## config.mk

```make
export PLATFORM = sky130hd
export DESIGN_NAME = paint_fb_scheduler
export DESIGN_NICKNAME = d
export VERILOG_FILES = /design/src/rtl/paint_pkg.sv /design/src/rtl/paint_brush_walker.sv /design/src/rtl/paint_fb_scheduler.sv
export SDC_FILE = /design/constraint.sdc
export NUM_CORES = 1
export LEC_CHECK = 0
export CORE_MARGIN = 2
export CORE_UTILIZATION = 70
export CTS_CLUSTER_SIZE = 10
export DETAILED_ROUTE_END_ITERATION = 10
export DONT_BUFFER_PORTS = 1
export PLACE_DENSITY = 0.86
export SYNTH_ARGS = -nofsm -noshare
export SYNTH_HDL_FRONTEND = slang
export SYNTH_SLANG_ARGS = --single-unit
export TNS_END_PERCENT = 5
```

## constraint.sdc

```tcl
create_clock -name clk -period 19.4 [get_ports clk]
set_input_delay 0 -clock clk [delete_from_list [all_inputs] [get_ports clk]]
set_output_delay 0 -clock clk [all_outputs]
set_load 0.005 [all_outputs]
```

## src/rtl/paint_pkg.sv

```systemverilog
// Shared types and default geometry for the paint canvas framebuffer scheduler.
package paint_pkg;

    typedef enum logic [1:0] {
        IDLE,
        BRUSH,
        CLEAR
    } state_t;

    localparam int unsigned H_RES_DEF   = 640;
    localparam int unsigned V_RES_DEF   = 480;
    localparam int unsigned COLOR_W_DEF = 12;
    localparam int unsigned FB_PIXELS   = H_RES_DEF * V_RES_DEF;

endpackage

```

## src/rtl/paint_brush_walker.sv

```systemverilog
// Brush footprint iterator: walks the square stamp row-major, clips to the screen
// and produces write addresses from an incrementally stepped row base.
module paint_brush_walker
    import paint_pkg::*;
#(
    parameter int unsigned H_RES   = H_RES_DEF,
    parameter int unsigned V_RES   = V_RES_DEF,
    parameter int unsigned ADDR_W  = 19,
    parameter int unsigned BRUSH_W = 3
) (
    input  logic              clk,
    input  logic              rst,
    input  logic              start,
    input  logic              advance,
    input  logic [15:0]       start_x,
    input  logic [15:0]       start_y,
    output logic              nxt_in_range,
    output logic [ADDR_W-1:0] nxt_addr,
    output logic              nxt_last
);

    localparam int unsigned R = (BRUSH_W - 1) / 2;

    logic [15:0]       cx, cy, ncx, ncy;
    logic [3:0]        dx, dy, ndx, ndy;
    logic [ADDR_W-1:0] row_base, nbase;
    logic [17:0]       px, py;

    // Outputs describe the pixel that becomes current after this edge (start or advance),
    // so the top can register them straight into the write port.
    always_comb begin
        ncx   = cx;
        ncy   = cy;
        ndx   = dx;
        ndy   = dy;
        nbase = row_base;
        if (start) begin
            ncx   = start_x;
            ncy   = start_y;
            ndx   = '0;
            ndy   = '0;
            nbase = ADDR_W'(start_y * H_RES) - ADDR_W'(R * H_RES);
        end else if (advance) begin
            if (dx == 4'(BRUSH_W - 1)) begin
                ndx   = '0;
                ndy   = dy + 4'd1;
                nbase = row_base + ADDR_W'(H_RES);
            end else begin
                ndx = dx + 4'd1;
            end
        end
        // Bit 17 doubles as the sign: inputs are 16-bit so only negatives reach it.
        px           = 18'(ncx) + 18'(ndx) - 18'(R);
        py           = 18'(ncy) + 18'(ndy) - 18'(R);
        nxt_in_range = !px[17] && (px < 18'(H_RES)) && !py[17] && (py < 18'(V_RES));
        nxt_addr     = nbase + ADDR_W'(px);
        nxt_last     = (ndx == 4'(BRUSH_W - 1)) && (ndy == 4'(BRUSH_W - 1));
    end

    always_ff @(posedge clk) begin
        if (rst) begin
            cx       <= '0;
            cy       <= '0;
            dx       <= '0;
            dy       <= '0;
            row_base <= '0;
        end else if (start || advance) begin
            cx       <= ncx;
            cy       <= ncy;
            dx       <= ndx;
            dy       <= ndy;
            row_base <= nbase;
        end
    end

endmodule

```

## src/rtl/paint_fb_scheduler.sv

```systemverilog
// Framebuffer write scheduler: brush stamps from mouse events and full-screen clears.
// Optional macro PAINT_DROP_CNT_EN adds a saturating count of overwritten strokes.
module paint_fb_scheduler
    import paint_pkg::*;
#(
    parameter int unsigned H_RES   = H_RES_DEF,
    parameter int unsigned V_RES   = V_RES_DEF,
    parameter int unsigned ADDR_W  = 19,
    parameter int unsigned COLOR_W = COLOR_W_DEF,
    parameter int unsigned BRUSH_W = 3
) (
    input  logic               clk,
    input  logic               rst,
    input  logic [15:0]        pos_x,
    input  logic [15:0]        pos_y,
    input  logic               mouse_left,
    input  logic               mouse_right,
    input  logic               data_valid,
    input  logic               clear_req,
    input  logic [COLOR_W-1:0] draw_color,
    input  logic [COLOR_W-1:0] bg_color,
    output logic               fb_we,
    output logic [ADDR_W-1:0]  fb_addr,
    output logic [COLOR_W-1:0] fb_wdata,
    input  logic               fb_ready,
    output logic               busy,
    output logic               clear_done
`ifdef PAINT_DROP_CNT_EN
    ,
    output logic [15:0]        drop_cnt
`endif
);

    localparam int unsigned FB_N = H_RES * V_RES;

    state_t             state;
    logic               stroke_pend, clear_pend, brush_last;
    logic [15:0]        lat_x, lat_y;
    logic [COLOR_W-1:0] lat_color;

    logic               cap, stroke_go, step;
    logic [15:0]        eff_x, eff_y;
    logic [COLOR_W-1:0] cap_color, eff_color;
    logic               nxt_in_range, nxt_last;
    logic [ADDR_W-1:0]  nxt_addr;

    // A capture on the same edge is used directly so an idle stroke starts one cycle later.
    assign cap       = data_valid && (mouse_left || mouse_right);
    assign cap_color = mouse_left ? draw_color : bg_color;
    assign eff_x     = cap ? pos_x : lat_x;
    assign eff_y     = cap ? pos_y : lat_y;
    assign eff_color = cap ? cap_color : lat_color;
    assign stroke_go = (state == IDLE) && !(clear_pend || clear_req) && (stroke_pend || cap);
    assign step      = (state == BRUSH) && (!fb_we || fb_ready) && !brush_last;
    assign busy      = (state != IDLE);

    paint_brush_walker #(
        .H_RES  (H_RES),
        .V_RES  (V_RES),
        .ADDR_W (ADDR_W),
        .BRUSH_W(BRUSH_W)
    ) u_walker (
        .clk         (clk),
        .rst         (rst),
        .start       (stroke_go),
        .advance     (step),
        .start_x     (eff_x),
        .start_y     (eff_y),
        .nxt_in_range(nxt_in_range),
        .nxt_addr    (nxt_addr),
        .nxt_last    (nxt_last)
    );

    always_ff @(posedge clk) begin
        if (rst) begin
            state       <= IDLE;
            fb_we       <= 1'b0;
            fb_addr     <= '0;
            fb_wdata    <= '0;
            clear_done  <= 1'b0;
            stroke_pend <= 1'b0;
            clear_pend  <= 1'b0;
            brush_last  <= 1'b0;
            lat_x       <= '0;
            lat_y       <= '0;
            lat_color   <= '0;
        end else begin
            clear_done  <= 1'b0;
            stroke_pend <= stroke_pend | cap;
            clear_pend  <= clear_pend | clear_req;
            if (cap) begin
                lat_x     <= pos_x;
                lat_y     <= pos_y;
                lat_color <= cap_color;
            end
            case (state)
                IDLE: begin
                    if (clear_pend || clear_req) begin
                        state      <= CLEAR;
                        clear_pend <= 1'b0;
                        fb_we      <= 1'b1;
                        fb_addr    <= '0;
                        fb_wdata   <= bg_color;
                    end else if (stroke_pend || cap) begin
                        state       <= BRUSH;
                        stroke_pend <= 1'b0;
                        fb_we       <= nxt_in_range;
                        fb_addr     <= nxt_addr;
                        fb_wdata    <= eff_color;
                        brush_last  <= nxt_last;
                    end
                end
                BRUSH: begin
                    if (!fb_we || fb_ready) begin
                        if (brush_last) begin
                            state <= IDLE;
                            fb_we <= 1'b0;
                        end else begin
                            fb_we      <= nxt_in_range;
                            fb_addr    <= nxt_addr;
                            brush_last <= nxt_last;
                        end
                    end
                end
                CLEAR: begin
                    if (fb_ready) begin
                        if (fb_addr == ADDR_W'(FB_N - 1)) begin
                            state      <= IDLE;
                            fb_we      <= 1'b0;
                            clear_done <= 1'b1;
                        end else begin
                            fb_addr <= fb_addr + 1'b1;
                        end
                    end
                end
                default: state <= IDLE;
            endcase
        end
    end

`ifdef PAINT_DROP_CNT_EN
    always_ff @(posedge clk) begin
        if (rst) begin
            drop_cnt <= '0;
        end else if (cap && stroke_pend && (drop_cnt != '1)) begin
            drop_cnt <= drop_cnt + 16'd1;
        end
    end
`endif

endmodule

```

==> Word level (Yosys, flattened, before mapping) <==
Index checks and enable logic that the tools add are counted.
{ "word_totals": {"ff_bits": 141, "input_bits": 63, "output_inout_bits": 34, "elab_cells": 127} }
{ "op_classes": {"n_addsub": 10, "multipliers": 1, "magnitude_cmp": 2, "eq_ne": 15, "n_mux": 49, "bitwise": 4, "reduce_logical": 30} }
{ "op_table": {"columns": ["cell", "count"], "rows": [
  ["two-way mux 19 bit", 9],
  ["two-way mux 16 bit", 4],
  ["case mux 19 bit (3 select lines)", 1],
  ["two-way mux 12 bit", 4],
  ["subtractor 18 x 1 -> 18 bit (second input constant)", 2],
  ["adder 16 x 4 -> 17 bit", 2],
  ["two-way mux 4 bit", 6],
  ["adder 19 x 1 -> 19 bit (second input constant)", 1],
  ["adder 19 x 10 -> 19 bit (second input constant)", 1],
  ["adder 19 x 18 -> 19 bit", 1],
  ["== test 19 bit (second input constant)", 1],
  ["subtractor 19 x 10 -> 19 bit (second input constant)", 1],
  ["< comparator 18 x 10 -> 1 bit (second input constant)", 1],
  ["< comparator 18 x 9 -> 1 bit (second input constant)", 1],
  ["multiplier 16 x 3 -> 12 bit (second input constant)", 1],
  ["two-way mux 1 bit", 16],
  ["== test 4 x 2 -> 1 bit (second input constant)", 3],
  ["two-way mux 2 bit", 6],
  ["!= test 2 bit (second input constant)", 6],
  ["AND reduction 5 bit", 2],
  ["logical AND 1 bit", 9],
  ["adder 4 x 1 -> 4 bit (second input constant)", 2],
  ["case mux 2 bit (3 select lines)", 1],
  ["AND reduction 6 bit", 1],
  ["other kinds (16)", 29]
]} }

==> Logic depth before layout (Yosys ltp) <==
{ "logic_depth": {"depth_word": 15, "mapped_depth": 34} }

==> Cells and area by module <==
From an unflattened synthesis, not the netlist that was laid out.
{ "unflattened": {"hier_cells": 1238, "area_unflattened_um2": 9693.0} }
{ "by_module_without_submodules": {"columns": ["module", "n_inst", "cells_each", "area_each_um2"], "rows": [
  ["paint_brush_walker", 1, 690, 5596.6],
  ["paint_fb_scheduler", 1, 548, 4096.4]
]} }

==> Worst setup path before layout <==
OpenSTA, ideal clock, no wires.
{ "synth_path": {"path_type": "flip-flop to flip-flop", "start": "register state[0]", "end": "register fb_addr[18]", "setup_ns": 0.130, "t_arrival_ns": 6.521, "required_ns": 19.270, "slack_ns": 12.748, "path_stages_with_launch": 33, "n_path_buf": 6, "synth_period_minus_slack_ns": 6.652, "cell_sequence": "dfxtp_1 inv_1 ha_1 nor3b_2 o21ai_4 buf_2 buf_2 buf_1 clkbuf_1 clkbuf_1 nand2_1 o21ai_0 ha_1 inv_1 fa_1 inv_1 a21o_1 a21oi_1 nor4_1 xnor2_1 nand3_1 or2_2 or3_1 buf_2 mux2i_1 o32ai_1 xnor2_1 ha_1 nor2b_1 a221oi_1 o21ai_1 xnor2_1 o22ai_1"} }
{ "synth_rtl": {"columns": ["element", "line", "text"], "rows": [
  ["start, declared", "paint_fb_scheduler.sv:36", "state_t state;"],
  ["start signal, assigned", "paint_fb_scheduler.sv:76", "state <= IDLE;"],
  ["start signal, assigned", "paint_fb_scheduler.sv:99", "state <= CLEAR;"],
  ["start signal, assigned", "paint_fb_scheduler.sv:105", "state <= BRUSH;"],
  ["zero test 2 bit (*)", "paint_fb_scheduler.sv:53", "assign stroke_go = (state == IDLE) && !(clear_pend || clear_req) && (stroke_pend || cap);"],
  ["logical AND 1 bit (*) (2 in a row)", "paint_fb_scheduler.sv:53", null],
  ["two-way mux 16 bit (*)", "paint_brush_walker.sv:37", "if (start) begin"],
  ["named net u_walker.ncx[0]", "paint_brush_walker.sv:24", "logic [15:0] cx, cy, ncx, ncy;"],
  ["adder 16 x 4 -> 17 bit (*)", "paint_brush_walker.sv:53", "px = 18'(ncx) + 18'(ndx) - 18'(R);"],
  ["subtractor 18 x 1 -> 18 bit (*)", "paint_brush_walker.sv:53", null],
  ["adder 19 x 18 -> 19 bit (*)", "paint_brush_walker.sv:56", "nxt_addr = nbase + ADDR_W'(px);"],
  ["two-way mux 19 bit, on equally long branches", "paint_fb_scheduler.sv:115, paint_fb_scheduler.sv:104", null],
  ["two-way mux 19 bit, on equally long branches", "paint_fb_scheduler.sv:114, paint_fb_scheduler.sv:98", null],
  ["case mux 19 bit (3 select lines) (*)", "paint_fb_scheduler.sv:96", "case (state)"],
  ["end signal, assigned", "paint_fb_scheduler.sv:108", "fb_addr <= nxt_addr;"],
  ["end signal, assigned", "paint_fb_scheduler.sv:120", "fb_addr <= nxt_addr;"],
  ["end signal, assigned", "paint_fb_scheduler.sv:132", "fb_addr <= fb_addr + 1'b1;"],
  ["end, declared", "paint_fb_scheduler.sv:23", "output logic [ADDR_W-1:0] fb_addr,"]
]} }
The timed path passes the listed nets; every way through them passes the cells marked *. The select of a mux whose other input is x is not followed.
A chain may end at the register's enable or synchronous reset.

==> Worst setup path in the final report <==
{ "layout_path": {"start": "register state[0]", "end": "register fb_addr[18]"} }
{ "layout_between": {"elab_chain_cells": 11} }
{ "layout_rtl": {"columns": ["element", "line", "text"], "rows": [
  ["== test 2 x 1 -> 1 bit", "paint_fb_scheduler.sv:54", "assign step = (state == BRUSH) && (!fb_we || fb_ready) && !brush_last;"],
  ["logical AND 1 bit (2 in a row)", "paint_fb_scheduler.sv:54", null],
  ["two-way mux 4 bit", "paint_brush_walker.sv:43", "end else if (advance) begin"],
  ["two-way mux 4 bit (*)", "paint_brush_walker.sv:37", null],
  ["named net u_walker.ndx[2]", "paint_brush_walker.sv:25", "logic [3:0] dx, dy, ndx, ndy;"],
  ["adder 16 x 4 -> 17 bit (*)", "paint_brush_walker.sv:53", null],
  ["subtractor 18 x 1 -> 18 bit (*)", "paint_brush_walker.sv:53", null],
  ["adder 19 x 18 -> 19 bit (*)", "paint_brush_walker.sv:56", null],
  ["two-way mux 19 bit, on equally long branches", "paint_fb_scheduler.sv:115, paint_fb_scheduler.sv:104", null],
  ["two-way mux 19 bit, on equally long branches", "paint_fb_scheduler.sv:114, paint_fb_scheduler.sv:98", null],
  ["case mux 19 bit (3 select lines) (*)", "paint_fb_scheduler.sv:96", null]
]} }
Marks and branches as above.

==> impl_results.md <==
- Final hold vios: 5
- Worst reg-to-reg path cell count: 24
- Vias in the first global route: ~9100
- Finished Cell Area: between 10000 and 15000 um2
- Hold_ws: -0.0462 ns
- Dpl ws: around 12 ns
- Hold Path Stages: 2
- P_sw: 0.690 mW
- IO Port Bufs: 0
- Worst Path Arrival: between 7 and 8 ns
- Power Internal: just under 0.9 mW
- Vias per inst: 6.62
- Placement Rows: 42
- Combinational group share of total power: 52.5%
- Layout Skew: between 0.01 and 0.015 ns
- Violated checks: negative hold slack
- Start of the worst register-to-register path: state[0]$_SDFFE_PP0P_
- Sw frac: between 40% and 50%
- Final TNS setup: 0 ns
- Status: finished with violations
- Min-Delay Path Class: in -> reg
- Dpl cell area: roughly 9500 um2
- Critical path type: reg -> reg
- Die Area: about 15000 um2
- Commonest cells in the netlist: nor2_1, dfxtp_1, nand2_1
- ANT nets after route: 0
- Least-Margin Pin Slew: ~1.1 ns
- Initial antenna violation count: 1
- WHS Endpoint: fb_addr[11]$_SDFFE_PP0P_
- Clk buf depth: 2
- Clock share of power: between 20% and 30%
- Gpl congestion: 0.936
- RSZ-0062 raised after global routing: false
- Yosys top cell area share: approximately 30%
- CTS tree: done
- Total CTS buffers: 17
- Largest net degree at the start of global routing: between 100 and 150
- Data required, critical path: 19.69 ns
- Yosys warnings: 0
- Post-synth EDFFs: 0
- Clock Tree Root: clkbuf_16
- Routed WL: around 28 mm
- Io pins: 97
- DR WL/cell: between 15 and 20 um
- Syn avg cell area: roughly 7.9 um2
- Crit path time final: 7.61 ns
- Peak VDD IR: between 0.00009 and 0.0001 V
- Count leader, synth: nor2_1
- CP Max Fanout: 39
- DR vias: roughly 9500
- Unique masters post-synth: between 80 and 90
- Final setup fails: 0
- First-pass GRT wire length: 45.1 mm
- Core Footprint: about 13000 um2
- Share of cells above drive strength 1: slightly above 6%
- Rel. slew slack: between 20% and 30%
- DRT Pass-1 Iters: 6
- Nets: 1363
- Die W: between 100 and 150 um
- Syn nets: about 1300
- Register area share after synthesis: 29.7%
- Flop pwr share: between 20% and 30%
- Synth top area cells: dfxtp_1, ha_1, nor2_1
- Final HPWL DP: 16.5 mm
- Worst setup SP type: flop
- Clock latency of the later-clocked register in the worst-skew pair: ~0.43 ns
- Global-route usage over all layers: 38.7%
- Hold path startpoint: rst
- Biggest area consumer among synthesized cells: dfxtp_1
- Prevailing post-synth register cell: dfxtp_1
- Clock transition at path regs: roughly 0.06 ns
- CP Capture Type: flop
- Fin crit share: about two fifths
- Worst R2R End: fb_addr[18]$_SDFFE_PP0P_
- Gate Count Post-Synth: 1204
- Post-synthesis sequential element count: around 140
- H-tree depth: 4
- DRC: 0
- Iter 0 DRT Violations: 954
- FFs w/ async S/R, synth: 0%
- Setup bufs post-CTS: 0
- Worst Setup Slack, final: 11.79 ns
- Chip height: approximately 120 um
- Mapped Area: between 9000 and 10000 um2
- Initial Util: 71.7%
- Cell area power density: 143 nW/um2
- Area Growth Syn to Fin: 14.4%
- Highest Clock Rate: ~0.13 GHz
- Slew Viols, Final: 0
- Worst R2R Setup Slack: approximately 12 ns
- Max-cap check violation count: 0
- Leakage: ~4.5 nW
- PostCTS Resize Cnt: 0
- Final core occ: ~82%
- Clk sinks: approximately 140
- Gr ovfl total: 0
[layer usage]
layer	part of all wire [%]	up-vias	routed length, um	track usage [%]
met2	46	603	13000	62.5
met1	40	4365	11200	48.2
met5	0	-	0	0
met3	9.0	155	2550	8.07
met4	5.6	0	1600	21.4
li1	-	4364	-	-
[kinds of logic (layout without fill, tap and decap cells)]
logic type / count (synthesis) / in the layout / synth area share (%)
AO/OA/AOI/OAI: 314 / 314 / 22.3
flip-flops: 141 / 141 / 29.7
adder cells (fa/ha/maj): 56 / 56 / 7.69
buffers and inverters: 103 / 155 / 4.53
AND/OR/NAND/NOR: 467 / 467 / 23.8
XOR/XNOR: 79 / 79 / 7.28
other: 0 / 1 / 0
multiplexers: 44 / 44 / 4.70
[worst max-delay path, stage by stage, from the launching register on]
cell      delay [ns]
dfxtp_1         0.34
inv_1           0.09
ha_1            0.52
or3b_1          0.66
a21oi_4         0.91
or2_2           0.28
inv_1           0.05
ha_1            0.34
o21ai_0         0.11
o21bai_1        0.19
o211ai_1        0.31
nor4_4          0.51
xnor2_1         0.24
nand3_1         0.19
or2_2           0.33
or3_1           0.39
mux2i_1         0.16
o32ai_1         0.31
xnor2_1         0.17
ha_1            0.40
nor2b_1         0.16
a221oi_1        0.43
o21ai_1         0.15
xnor2_1         0.17
o22ai_1         0.08
[through the flow]
stage,power (mW),instances,hold WS [ns]
5_1_grt,1.64,1433,0.0400
3_5_place_dp,1.15,1326,0.0878
6_report,1.56,1433,-0.0462
2_1_floorplan,1.00,1204,0.136
3_3_place_gp,1.14,1326,0.0834
4_1_cts,1.52,1432,0.00540
[power groups by stage]
stage | combinational, mW | sequential, mW | clock (mW)
floorplan | 0.618 | 0.387 | 0
global placement | 0.739 | 0.400 | 0
detailed placement | 0.751 | 0.402 | 0
CTS | 0.784 | 0.397 | 0.336
global route | 0.885 | 0.407 | 0.351
finish | 0.816 | 0.401 | 0.339
[cell type report]
type | count | area (um2)
multi-input combinational | 960 | 6250
sequential | 141 | 2820
fill | 815 | 2370
timing repair buffer | 83 | 828
clock buffer | 18 | 429
tap | 176 | 220
clock inverter | 13 | 165
inverter | 41 | 154
antenna | 1 | 2.50
[registers in the layout, indices dropped and copies added, names as in the netlist]
signal             flops
brush_last             1
fb_we                  1
u_walker.row_base     19
lat_y                 16
u_walker.cy           16
state                  2
lat_color             12
stroke_pend            1
u_walker.dy            4
clear_pend             1
fb_addr               19
u_walker.cx           16
u_walker.dx            4
fb_wdata              12
lat_x                 16
clear_done             1
[worst max-delay path by stage]
stage / from / to / slack (ns) / cells past startpoint
after detailed placement: state[0]$_SDFFE_PP0P_ / fb_addr[18]$_SDFFE_PP0P_ / 12.07 / 24
after global placement: state[0]$_SDFFE_PP0P_ / fb_addr[18]$_SDFFE_PP0P_ / 12.26 / 24
after CTS: state[0]$_SDFFE_PP0P_ / fb_addr[18]$_SDFFE_PP0P_ / 11.98 / 24
final: state[0]$_SDFFE_PP0P_ / fb_addr[18]$_SDFFE_PP0P_ / 11.79 / 24
after floorplan: state[0]$_SDFFE_PP0P_ / fb_addr[18]$_SDFFE_PP0P_ / 12.75 / 32
after global routing: state[0]$_SDFFE_PP0P_ / fb_addr[18]$_SDFFE_PP0P_ / 11.47 / 24
[cell usage in the layout (no fill, tap or decap), types with 11 or more instances in the layout]
master,netlist,routed
xnor2_1,51,51
dlygate4sd3_1,0,74
nor2b_1,37,37
a22oi_1,11,11
mux2i_1,39,39
nand2b_1,12,12
o22ai_1,23,23
ha_1,52,52
o21ai_0,64,64
a21o_1,12,12
and2_1,13,13
nor3_1,25,25
nand2_1,119,119
nand3_1,32,32
xor2_1,28,28
a21oi_1,71,71
clkbuf_16,0,17
inv_1,41,41
a211oi_1,35,35
nor2_1,149,149
nand4_1,11,11
dfxtp_1,141,141
and3_1,14,14
[what timing repair did]
action / in CTS / in global routing
endpoints found under the setup margin: 0 / 0
endpoints found under the hold margin: 141 / 0
hold buffers: 75 / 0
No activity file was read; power rests on OpenSTA's default activity.
